$ cat config.mk
export PLATFORM = sky130hd
export DESIGN_NAME = act_skew_feeder_flat
export DESIGN_NICKNAME = d
export VERILOG_FILES = /design/src/rtl/act_skew_feeder_pkg.sv /design/src/rtl/act_skew_feeder_if.sv /design/src/rtl/act_skew_feeder_skew_delay_line.sv /design/src/rtl/act_skew_feeder.sv /design/src/flat_wrapper.sv
export SDC_FILE = /design/constraint.sdc
export NUM_CORES = 1
export LEC_CHECK = 0
export BUFFER_PORTS_ARGS = -buffer_cell sky130_fd_sc_hd__buf_2
export CORE_MARGIN = 5
export CORE_UTILIZATION = 55
export CTS_CLUSTER_DIAMETER = 150
export CTS_CLUSTER_SIZE = 40
export DETAILED_ROUTE_END_ITERATION = 16
export PLACE_DENSITY = 0.83
export SLEW_MARGIN = 20
export SYNTH_ARGS = -nofsm -noshare
export SYNTH_HDL_FRONTEND = slang
export SYNTH_HIERARCHICAL = 1
export SYNTH_SLANG_ARGS = --single-unit
$ cat constraint.sdc
create_clock -name clk -period 2.5 [get_ports clk]
set_input_delay 0.375 -clock clk [delete_from_list [all_inputs] [get_ports clk]]
set_output_delay 0.375 -clock clk [all_outputs]
set_load 0.05 [all_outputs]
$ cat src/rtl/act_skew_feeder_pkg.sv
// Shared configuration for the activation skew feeder: array geometry, feeder states
// and the activation vector type.
package act_skew_feeder_pkg;

    localparam int sys_rows           = 4;
    localparam int A_BITWIDTH         = 8;
    localparam int input_buffer_depth = 16;

    typedef enum logic [1:0] {
        IDLE,
        STREAM,
        DRAIN,
        DONE
    } feeder_state_t;

    typedef logic [sys_rows-1:0][A_BITWIDTH-1:0] a_vec_t;

    // Bits needed to hold any value 0..n inclusive.
    function automatic int counter_width(input int n);
        return $clog2(n + 1);
    endfunction

endpackage

$ cat src/rtl/act_skew_feeder_if.sv
// Vector write channel into the feeder and the skewed activation bus out to the PE grid.
interface act_skew_feeder_if
    import act_skew_feeder_pkg::*;
#(
    parameter int ROWS = sys_rows,
    parameter int DW   = A_BITWIDTH
) ();

    logic                 in_valid;
    logic                 in_ready;
    logic [ROWS*DW-1:0]   in_data;
    logic [ROWS*DW-1:0]   sa_data;
    logic [ROWS-1:0]      sa_valid;

    modport master (
        output in_valid,
        output in_data,
        input  in_ready,
        input  sa_data,
        input  sa_valid
    );

    modport slave (
        input  in_valid,
        input  in_data,
        output in_ready,
        output sa_data,
        output sa_valid
    );

endinterface

$ cat src/rtl/act_skew_feeder_skew_delay_line.sv
// Per-row skew stage: a DELAY-deep register chain carrying one element and its valid.
// DELAY=0 degenerates to a plain wire.
module skew_delay_line
    import act_skew_feeder_pkg::*;
#(
    parameter int DW    = A_BITWIDTH,
    parameter int DELAY = 0
) (
    input  logic          clk,
    input  logic          rst,
    input  logic [DW-1:0] data_i,
    input  logic          valid_i,
    output logic [DW-1:0] data_o,
    output logic          valid_o
);

    generate
        if (DELAY == 0) begin : g_wire
            logic unusedClkRst;
            assign unusedClkRst = clk ^ rst;
            assign data_o       = data_i;
            assign valid_o      = valid_i;
        end else begin : g_chain
            logic [DELAY-1:0][DW-1:0] data_q;
            logic [DELAY-1:0]         valid_q;

            always_ff @(posedge clk or posedge rst) begin
                if (rst) begin
                    data_q  <= '0;
                    valid_q <= '0;
                end else begin
                    data_q[0]  <= data_i;
                    valid_q[0] <= valid_i;
                    for (int i = 1; i < DELAY; i++) begin
                        data_q[i]  <= data_q[i-1];
                        valid_q[i] <= valid_q[i-1];
                    end
                end
            end

            assign data_o  = data_q[DELAY-1];
            assign valid_o = valid_q[DELAY-1];
        end
    endgenerate

endmodule

$ cat src/rtl/act_skew_feeder.sv
// Activation buffer plus diagonal skew into the systolic array (row r lags row 0 by r cycles).
// Define ACT_REPLAY_EN to keep streamed vectors and rewind the read pointer for re-streaming.
module act_skew_feeder
    import act_skew_feeder_pkg::*;
#(
    parameter int ROWS  = sys_rows,
    parameter int DW    = A_BITWIDTH,
    parameter int DEPTH = input_buffer_depth,
    parameter int CW    = $clog2(DEPTH + 1)
) (
    input  logic                 clk,
    input  logic                 rst,
    act_skew_feeder_if.slave     bus,
    input  logic                 start_i,
    input  logic [CW-1:0]        num_vecs_i,
    output logic                 busy_o,
    output logic                 done_o,
    output logic                 cmd_err_o,
    output logic [CW-1:0]        count_o
);

    localparam int PW  = (DEPTH > 1) ? $clog2(DEPTH) : 1;
    localparam int DCW = counter_width(ROWS);
    localparam logic [DCW-1:0] DRAIN_INIT = DCW'((ROWS > 1) ? ROWS - 2 : 0);

    typedef logic [ROWS-1:0][DW-1:0] vec_t;

    function automatic logic [PW-1:0] nextPtr(input logic [PW-1:0] p);
        return (p == PW'(DEPTH - 1)) ? '0 : p + PW'(1);
    endfunction

    vec_t              mem [DEPTH];
    feeder_state_t     state_q;
    logic [PW-1:0]     wrPtr_q;
    logic [PW-1:0]     rdPtr_q;
    logic [CW-1:0]     count_q;
    logic [CW-1:0]     count_d;
    logic [CW-1:0]     remain_q;
    logic [DCW-1:0]    drain_q;
    logic              busy_q;
    logic              done_q;
    logic              cmdErr_q;
    vec_t              outData_q;
    logic              outValid_q;
`ifdef ACT_REPLAY_EN
    logic [PW-1:0]     startPtr_q;
`else
    logic [CW-1:0]     numVecs_q;
`endif

    logic wrEn;
    logic legalStart;
    logic doRead;

    // The legality check deliberately uses count_q, i.e. the count before any same-cycle write.
    assign wrEn       = bus.in_valid && bus.in_ready;
    assign legalStart = (num_vecs_i >= CW'(1)) && (num_vecs_i <= count_q);
    assign doRead     = ((state_q == IDLE) && start_i && legalStart) ||
                        ((state_q == STREAM) && (remain_q != '0));

    always_ff @(posedge clk) begin
        if (wrEn) begin
            mem[wrPtr_q] <= vec_t'(bus.in_data);
        end
    end

    always_comb begin
        count_d = count_q;
        if (wrEn) begin
            count_d = count_q + CW'(1);
        end
`ifndef ACT_REPLAY_EN
        if (state_q == DONE) begin
            count_d = count_q - numVecs_q;
        end
`endif
    end

    // The first vector is fetched on the start edge itself so row 0 is valid the very next cycle.
    always_ff @(posedge clk or posedge rst) begin
        if (rst) begin
            state_q    <= IDLE;
            wrPtr_q    <= '0;
            rdPtr_q    <= '0;
            count_q    <= '0;
            remain_q   <= '0;
            drain_q    <= '0;
            busy_q     <= 1'b0;
            done_q     <= 1'b0;
            cmdErr_q   <= 1'b0;
            outData_q  <= '0;
            outValid_q <= 1'b0;
`ifdef ACT_REPLAY_EN
            startPtr_q <= '0;
`else
            numVecs_q  <= '0;
`endif
        end else begin
            cmdErr_q   <= 1'b0;
            done_q     <= 1'b0;
            outValid_q <= doRead;
            outData_q  <= doRead ? mem[rdPtr_q] : '0;
            count_q    <= count_d;
            if (doRead) begin
                rdPtr_q <= nextPtr(rdPtr_q);
            end
            if (wrEn) begin
                wrPtr_q <= nextPtr(wrPtr_q);
            end

            case (state_q)
                IDLE: begin
                    if (start_i) begin
                        if (legalStart) begin
                            state_q  <= STREAM;
                            busy_q   <= 1'b1;
                            remain_q <= num_vecs_i - CW'(1);
`ifdef ACT_REPLAY_EN
                            startPtr_q <= rdPtr_q;
`else
                            numVecs_q  <= num_vecs_i;
`endif
                        end else begin
                            cmdErr_q <= 1'b1;
                        end
                    end
                end
                STREAM: begin
                    if (remain_q != '0) begin
                        remain_q <= remain_q - CW'(1);
                    end else if (ROWS > 1) begin
                        state_q <= DRAIN;
                        drain_q <= DRAIN_INIT;
                    end else begin
                        state_q <= DONE;
                        busy_q  <= 1'b0;
                        done_q  <= 1'b1;
                    end
                end
                DRAIN: begin
                    if (drain_q != '0) begin
                        drain_q <= drain_q - DCW'(1);
                    end else begin
                        state_q <= DONE;
                        busy_q  <= 1'b0;
                        done_q  <= 1'b1;
                    end
                end
                DONE: begin
                    state_q <= IDLE;
`ifdef ACT_REPLAY_EN
                    rdPtr_q <= startPtr_q;
`endif
                end
                default: state_q <= IDLE;
            endcase
        end
    end

    assign bus.in_ready = (state_q == IDLE) && (count_q < CW'(DEPTH));

    vec_t            rowData;
    logic [ROWS-1:0] rowValid;

    generate
        for (genvar r = 0; r < ROWS; r++) begin : g_row
            skew_delay_line #(
                .DW    (DW),
                .DELAY (r)
            ) u_skew (
                .clk     (clk),
                .rst     (rst),
                .data_i  (outData_q[r]),
                .valid_i (outValid_q),
                .data_o  (rowData[r]),
                .valid_o (rowValid[r])
            );
        end
    endgenerate

    assign bus.sa_data  = rowData;
    assign bus.sa_valid = rowValid;
    assign busy_o       = busy_q;
    assign done_o       = done_q;
    assign cmd_err_o    = cmdErr_q;
    assign count_o      = count_q;

endmodule

$ cat src/flat_wrapper.sv
// flat-port wrapper written by rule: the top's interface ports become plain ports
module act_skew_feeder_flat import act_skew_feeder_pkg::*;
#(
    parameter int ROWS  = sys_rows,
    parameter int DW    = A_BITWIDTH,
    parameter int DEPTH = input_buffer_depth,
    parameter int CW    = $clog2(DEPTH + 1)
)
  (clk, rst, start_i, num_vecs_i, busy_o, done_o, cmd_err_o, count_o, bus_in_valid, bus_in_data, bus_in_ready, bus_sa_data, bus_sa_valid);
  act_skew_feeder_if #(.ROWS(ROWS), .DW(DW)) bus_i ();
  input  logic clk;
  input  logic rst;
  input  logic start_i;
  input  logic [CW-1:0] num_vecs_i;
  output logic busy_o;
  output logic done_o;
  output logic cmd_err_o;
  output logic [CW-1:0] count_o;
  input wire logic [$bits(bus_i.in_valid)-1:0] bus_in_valid;
  input wire logic [$bits(bus_i.in_data)-1:0] bus_in_data;
  output wire logic [$bits(bus_i.in_ready)-1:0] bus_in_ready;
  output wire logic [$bits(bus_i.sa_data)-1:0] bus_sa_data;
  output wire logic [$bits(bus_i.sa_valid)-1:0] bus_sa_valid;
  assign bus_i.in_valid = bus_in_valid;
  assign bus_i.in_data = bus_in_data;
  assign bus_in_ready = bus_i.in_ready;
  assign bus_sa_data = bus_i.sa_data;
  assign bus_sa_valid = bus_i.sa_valid;
  act_skew_feeder #(.ROWS(ROWS), .DW(DW), .DEPTH(DEPTH), .CW(CW)) u_core (.clk(clk), .rst(rst), .bus(bus_i), .start_i(start_i), .num_vecs_i(num_vecs_i), .busy_o(busy_o), .done_o(done_o), .cmd_err_o(cmd_err_o), .count_o(count_o));
endmodule
-- After elaboration in Yosys (flattened, before gate mapping)
Memory sizes are Yosys's and may differ from the RTL's.
Index checks and enable logic that the tools add are counted.
- order comparisons: 3
- reduce and logical (&&, ||, !) cells: 19
- add/sub/neg operators: 7
- mux-type cells: 28
- equality and inequality tests: 11
- operators with widths (cell ; number):
    2-to-1 mux 32 bit ; 1
    2-to-1 mux 5 bit ; 5
    AND reduction 4 bit ; 3
    2-to-1 mux 1 bit ; 10
    case mux 5 bit (2 select lines) ; 1
    subtractor 5 x 1 -> 5 bit, second input constant ; 2
    adder 4 x 1 -> 4 bit, second input constant ; 2
    equality test 4 bit, second input constant ; 2
    2-to-1 mux 2 bit ; 4
    2-to-1 mux 4 bit ; 2
    inequality test 2 bit, second input constant ; 4
    case mux 2 bit (4 select lines) ; 1
    nonzero test 2 bit ; 4
    logical AND 1 bit ; 6
    2-to-1 mux 3 bit ; 2
    case mux 3 bit (2 select lines) ; 1
    AND reduction 3 bit ; 2
    adder 5 x 1 -> 5 bit, second input constant ; 1
    >= comparator 5 x 1 -> 1 bit, second input constant ; 1
    <= comparator 5 bit ; 1
    < comparator 5 bit, second input constant ; 1
    nonzero test 5 bit ; 1
    subtractor 5 bit ; 1
    equality test 2 bit, second input constant ; 2
    other kinds (7) ; 8
- bits in writable memories: 512
- flip-flop bits (word level): 118
- memories: 1
- memories (memory ; depth ; width ; rd ports ; clocked after Yosys merged registers in ; write ports ; RTL line ; text):
    u_core.mem ; 16 ; 32 ; 1 ; 0 ; 1 ; act_skew_feeder.sv:32 ; vec_t mem [DEPTH];

-- Logic depth before layout (Yosys ltp)
- depth after elaboration: 5
- depth in mapped cells: 10
- mapped depth without buffers: 10

-- Cells and area by module
Netlist, hierarchy kept.
- by module, submodules not included (module ; seq. area each (um^2) ; area an instance (um^2) ; cells an instance ; times used):
    act_skew_feeder ; 16976.3 ; 22379.0 ; 1009 ; 1
    skew_delay_line (u_core.g_row[3].u_skew) ; 675.6 ; 739.5 ; 36 ; 1
    skew_delay_line (u_core.g_row[2].u_skew) ; 450.4 ; 514.2 ; 27 ; 1
    skew_delay_line (u_core.g_row[1].u_skew) ; 225.2 ; 229.0 ; 10 ; 1
    skew_delay_line (u_core.g_row[0].u_skew) ; 0.0 ; 67.6 ; 9 ; 1

-- Least setup slack after synthesis
No wires, ideal clock.
- path type: reg2reg
- start: register u_core.state_q[0]
- end: memory u_core/mem[4][0] (netlist bit) (enable)
- path buffers: 1
- required time: 2108 ps
- stages on the path, launching flop included: 9
- setup time: 392 ps
- path slack: -962 ps
- data arrival time: 3070 ps
- period minus slack after synthesis: 3462 ps
- cell sequence: dfrtp_1 inv_1 ha_1 nor2b_1 and2_1 clkbuf_1 nand2_1 nor2_1 and2_1
- longest elaborated chain between the ends: 5
- ends and longest elaborated chain (item ; RTL line ; text):
    start: declaration ; act_skew_feeder.sv:33 ; feeder_state_t state_q;
    start signal: assignment ; act_skew_feeder.sv:82 ; state_q <= IDLE;
    start signal: assignment ; act_skew_feeder.sv:115 ; state_q <= STREAM;
    start signal: assignment ; act_skew_feeder.sv:132 ; state_q <= DRAIN;
    logical NOT 2 bit ; act_skew_feeder.sv:160 ; assign bus.in_ready = (state_q == IDLE) && (count_q < CW'(DEPTH));
    logical AND 1 bit ; act_skew_feeder.sv:160 ;
    named net bus_in_ready ; flat_wrapper.sv:21 ; output wire logic [$bits(bus_i.in_ready)-1:0] bus_in_ready;
    logical AND 1 bit ; act_skew_feeder.sv:56 ; assign wrEn = bus.in_valid && bus.in_ready;
    2-to-1 mux 1 bit ; act_skew_feeder.sv:62 ; if (wrEn) begin
    2-to-1 mux 1 bit (not written as such) ; act_skew_feeder.sv:63 ; mem[wrPtr_q] <= vec_t'(bus.in_data);
    end: declaration ; act_skew_feeder.sv:32 ;
The timed path passes the listed nets, and every way through them passes these cells.

-- Worst setup path in the final report
- start: register u_core.count_q[3], in the netlist u_core/count_o[3]
- end: register u_core.remain_q[0]
- longest elaborated chain between the ends: 4
- ends and longest elaborated chain (item ; RTL line ; text):
    start: declaration ; act_skew_feeder.sv:36 ; logic [CW-1:0] count_q;
    start signal: assignment ; act_skew_feeder.sv:103 ; count_q <= count_d;
    <= comparator 5 bit ; act_skew_feeder.sv:57 ; assign legalStart = (num_vecs_i >= CW'(1)) && (num_vecs_i <= count_q);
    logical AND 1 bit ; act_skew_feeder.sv:57 ;
    inequality test 2 x 1 -> 1 bit (no source line) ; - ;
    AND reduction 4 bit (no source line) ; - ;
    end signal: assignment ; act_skew_feeder.sv:117 ; remain_q <= num_vecs_i - CW'(1);
    end signal: assignment ; act_skew_feeder.sv:130 ; remain_q <= remain_q - CW'(1);
    end: declaration ; act_skew_feeder.sv:38 ; logic [CW-1:0] remain_q;
Every way passes these cells.
A chain may end at the register's enable or synchronous reset.

==> results.md <==
- Simple-gate area share of the yosys netlist: around 2.6%
- R2R cell count: 8
- CP startpoint kind: register
- Final min period: around 2400 ps
- Die ar.: ~0.048 mm²
- Busiest layer in global routing: met2
- Syn Inst Count: between 1k and 1.5k
- Compound-cell area share of the yosys netlist: under 10%
- CP peak stage delay: between 400 and 500 ps
- Count leader, synth: edfxtp_1
- Final std cells w/o fill: approximately 1.8k
- Unrepaired setup endpoints after global routing: false
- CP max stage cell: dfrtp_1
- Post-CTS sizing: 0
- Slew Limit Fails: 0
- Post-synth top cells: 512 x edfxtp_1, 160 x mux4_2, 118 x dfrtp_1, 50 x and2_1
- Worst slew margin: about 42%
- Later-pin clock latency in the skew report: around 590 ps
- Final Hold Vio Count: 0
- Core box area: about 0.043 mm²
- Cell mode on critical path: a21oi_1
- Vias in the first global route: ~11k
- Max H-tree Level: 1
- Pre-antenna DRT Iters: 7
- Die Ht: around 220 µm
- XOR/XNOR Fraction of Synth Area: 0.3294%
- Clk pin slew, worst setup/hold paths: 140 ps
- Clock net sink count: 630
- Residual DRC: 0
- Placed cells: ~1.8k
- Final Cell Area: 0.02623 mm²
- Initial core utilization: a little under three fifths
- Ys Warns: 6
- Post-detail-place hpwl: approximately 30 mm
- Post-synth EDFFs: just over 500
- Met1 Track Usage GR: 29.50%
- Synthesis-stage register bit count: 630
- IO Count: 86
- DR vias/cell: approximately 6.1
- Initial antenna violation count: 2
- Worst setup EP type: register
- Synth Flop Type: edfxtp_1
- Hold Crit Class: in -> reg
- Vias: ~11k
- Syn Area/Cell: 21.93 µm²
- CP Max Fanout: 5
- Hold EP: u_core/cmd_err_o
- Flop-to-flop setup slack: 140 ps
- Critical path type: reg -> reg
- Worst hold path cell count: 3
- Max clock buf depth: 3
- Nets: about 1.3k
- Syn-to-layout area delta: 9.626%
- Mapped cell area: ~0.024 mm²
- Port Buffer Count: 85
- M3 GR Usage: 2.438%
- Routed Antenna Nets: 0
- Max Freq: 423.6 MHz
- Grt ovf: 0
- Synth Area in Adders: ~1.4%
- GR Layer Usage met2: 35.79%
- WP buf/inv: 1
- Layout filler cell count: 2917
- Post-synth top area cell: edfxtp_1
- WL final: 48.93 mm
- Cell Area, Placed: roughly 0.026 mm²
- Routed len/inst: approximately 27 µm
- FFs w/ async S/R, synth: between 10% and 20%
- Leakage dissipation: slightly above 9 nW
- Worst path top cell family by delay: compound AO/OA/AOI/OAI gates
- Outcome: completed
- Max cap viols: 0
- Pin count of the biggest net entering global routing: 42
- Setup violators final: 0
- Power after layout: about 0.026 W
- Worst Skew: 19.23 ps
- Largest family of logic cells by synthesized area: multiplexers
- Syn Nets: 1158
- WP data required: 2990 ps
- Max VDD drop: roughly 0.69 mV
- Number of DRC markers in iteration 0: between 1k and 1.5k
- Total CTS buffers: 19
- Global-route wire length before repair: between 70 and 80 mm
- Worst EP arrival: 2850 ps
- GR Util All Layers: a little over a fifth
- Register area share after synthesis: between 70% and 80%
- Measured slew at the worst slew-check pin: 864.8 ps
- Worst r2r src: u_core/count_o[3]
- Synth cell types: 49
- Multiplexer share of the synthesized area: approximately 16%
- Critical-path cell list: inv_1 -> ha_1 -> a21o_1 -> a21oi_1 -> a21oi_1 -> nor3_1 -> a21oi_1 -> a221o_1
- Die width: ~220 µm
- Hold_sp: start_i
- Root buf cell: clkbuf_16
- Post-synth top area share: 64.25%
- Share of cells above drive strength 1: 30.25%
- Final GP Congestion: 0.7928
- Final period utilization: a little over nine tenths
- Setup Buffers After CTS: 0
- CTS tree: yes
- Pwr/cell area: between 900 and 1000 mW/mm²
- FP Rows: between 70 and 80
- Worst r2r dst: u_core/remain_q[0]
- Area contributors post-synth: edfxtp_1 64%, mux4_2 15%, dfrtp_1 12%
-- layout by cell type, fill, tap and decap left out, types with 2 or more instances in the layout --
| cell type | Yosys | final |
|---|---|---|
| a211oi_1 | 2 | 2 |
| inv_2 | 2 | 2 |
| nand3_1 | 5 | 5 |
| and2_2 | 0 | 12 |
| nor3_1 | 5 | 5 |
| dfrtp_1 | 118 | 115 |
| xnor2_1 | 5 | 5 |
| a21oi_1 | 16 | 16 |
| inv_1 | 24 | 23 |
| nor3b_1 | 2 | 2 |
| a221oi_1 | 2 | 2 |
| diode_2 | 0 | 2 |
| nor2_1 | 14 | 14 |
| and2_4 | 0 | 4 |
| mux2_1 | 6 | 6 |
| nand2_1 | 19 | 19 |
| buf_4 | 25 | 31 |
| dfrtp_4 | 0 | 2 |
| a21o_1 | 6 | 6 |
| edfxtp_1 | 512 | 512 |
| a311oi_1 | 2 | 2 |
| xor2_1 | 4 | 4 |
| ha_1 | 25 | 25 |
| mux2_2 | 2 | 2 |
| a32o_1 | 2 | 2 |
| o22ai_1 | 3 | 3 |
| buf_12 | 0 | 37 |
| clkbuf_16 | 0 | 19 |
| nor2b_1 | 4 | 3 |
| clkbuf_1 | 25 | 13 |
| o21ai_0 | 11 | 11 |
| buf_2 | 7 | 85 |
| mux4_2 | 160 | 160 |
| and2_1 | 50 | 34 |
| and3_1 | 3 | 3 |
-- sequential cells by signal, summed over array words and instances, names as in the netlist --
register and flops:
u_core/busy_o 1, u_core/cmd_err_o 1, u_core/count_o 5, u_core/done_o 1, u_core/drain_q 3, u_core/g_row.u_skew/data_o 24, u_core/g_row.u_skew/g_chain.data_q 24, u_core/g_row.u_skew/g_chain.valid_q 5
u_core/g_row.u_skew/valid_o 1, u_core/mem 512, u_core/numVecs_q 5, u_core/outData_q 32, u_core/outValid_q 1, u_core/rdPtr_q 4, u_core/remain_q 5, u_core/state_q 2
u_core/wrPtr_q 4
-- routing by layer --
metal	share of wire, %	vias to the layer above
li1	-	4554
met1	39	5885
met2	52	510
met3	7.2	53
met4	1.9	0
met5	0	-
-- metrics by stage --
step | setup TNS (ps) | hold WS (ps) | util, % | setup WS, ps
after floorplan | -20150 | 202.9 | - | -157.5
final | 0 | 29.52 | 60.90 | 139.1
after global placement | 0 | 331.9 | 59.60 | 169.7
after global routing | 0 | 13.36 | 60.89 | 7.720
after CTS | 0 | 1.567 | 60.89 | 137.8
after detailed placement | 0 | 334.7 | 59.60 | 148.4
-- tightest hold or removal path: stages --
cell     delay [ps]
buf_2           120
nand2_1          60
a21oi_1          40
-- where the power goes --
group          leakage (nW)  internal, W  switching (W)
logic                  2.66      0.00419        0.00443
clock network         0.260      0.00149        0.00284
registers              6.13       0.0122       0.000560
total                  9.05       0.0179        0.00783
-- kinds of logic (layout without fill, tap and decap cells) --
logic type | Yosys count | after routing
AND/OR/NAND/NOR | 110 | 110
adder cells (fa/ha/maj) | 26 | 26
XOR/XNOR | 9 | 9
multiplexers | 170 | 170
other | 0 | 2
buffers and inverters | 95 | 214
AO/OA/AOI/OAI | 51 | 51
flip-flops | 630 | 630
-- area by class of cell --
class / count / area (µm²) / share of cell area [%]
Multi-Input combinational cell: 366 / 5107 / 19.47
Timing Repair Buffer: 154 / 1409 / 5.371
Inverter: 26 / 98.84 / 0.3768
Tap cell: 585 / 732.0 / 2.790
Sequential cell: 630 / 18340 / 69.90
Antenna cell: 2 / 5.005 / 0.01908
Clock buffer: 32 / 524.3 / 1.998
Clock inverter: 2 / 20.02 / 0.07631
-- how the worst max path moves through the flow --
stage                                  from              endpoint  slack (ps)  depth (start not counted)
after global placement        num_vecs_i[4]  u_core/outData_q[15]         170                          9
final                     u_core/count_o[3]    u_core/remain_q[0]         140                          8
after CTS                 u_core/state_q[1]     u_core/mem[6][12]         140                          8
after detailed placement      num_vecs_i[4]  u_core/outData_q[14]         150                          9
after global routing      u_core/count_o[3]    u_core/remain_q[0]           8                          8
after floorplan           u_core/state_q[0]      u_core/mem[7][0]        -160                          8
-- what timing repair did --
action	CTS	global route
setup endpoints to repair	0	0
hold endpoints to repair	78	0
hold buffers	1	0
No activity file was read; power rests on OpenSTA's default activity.
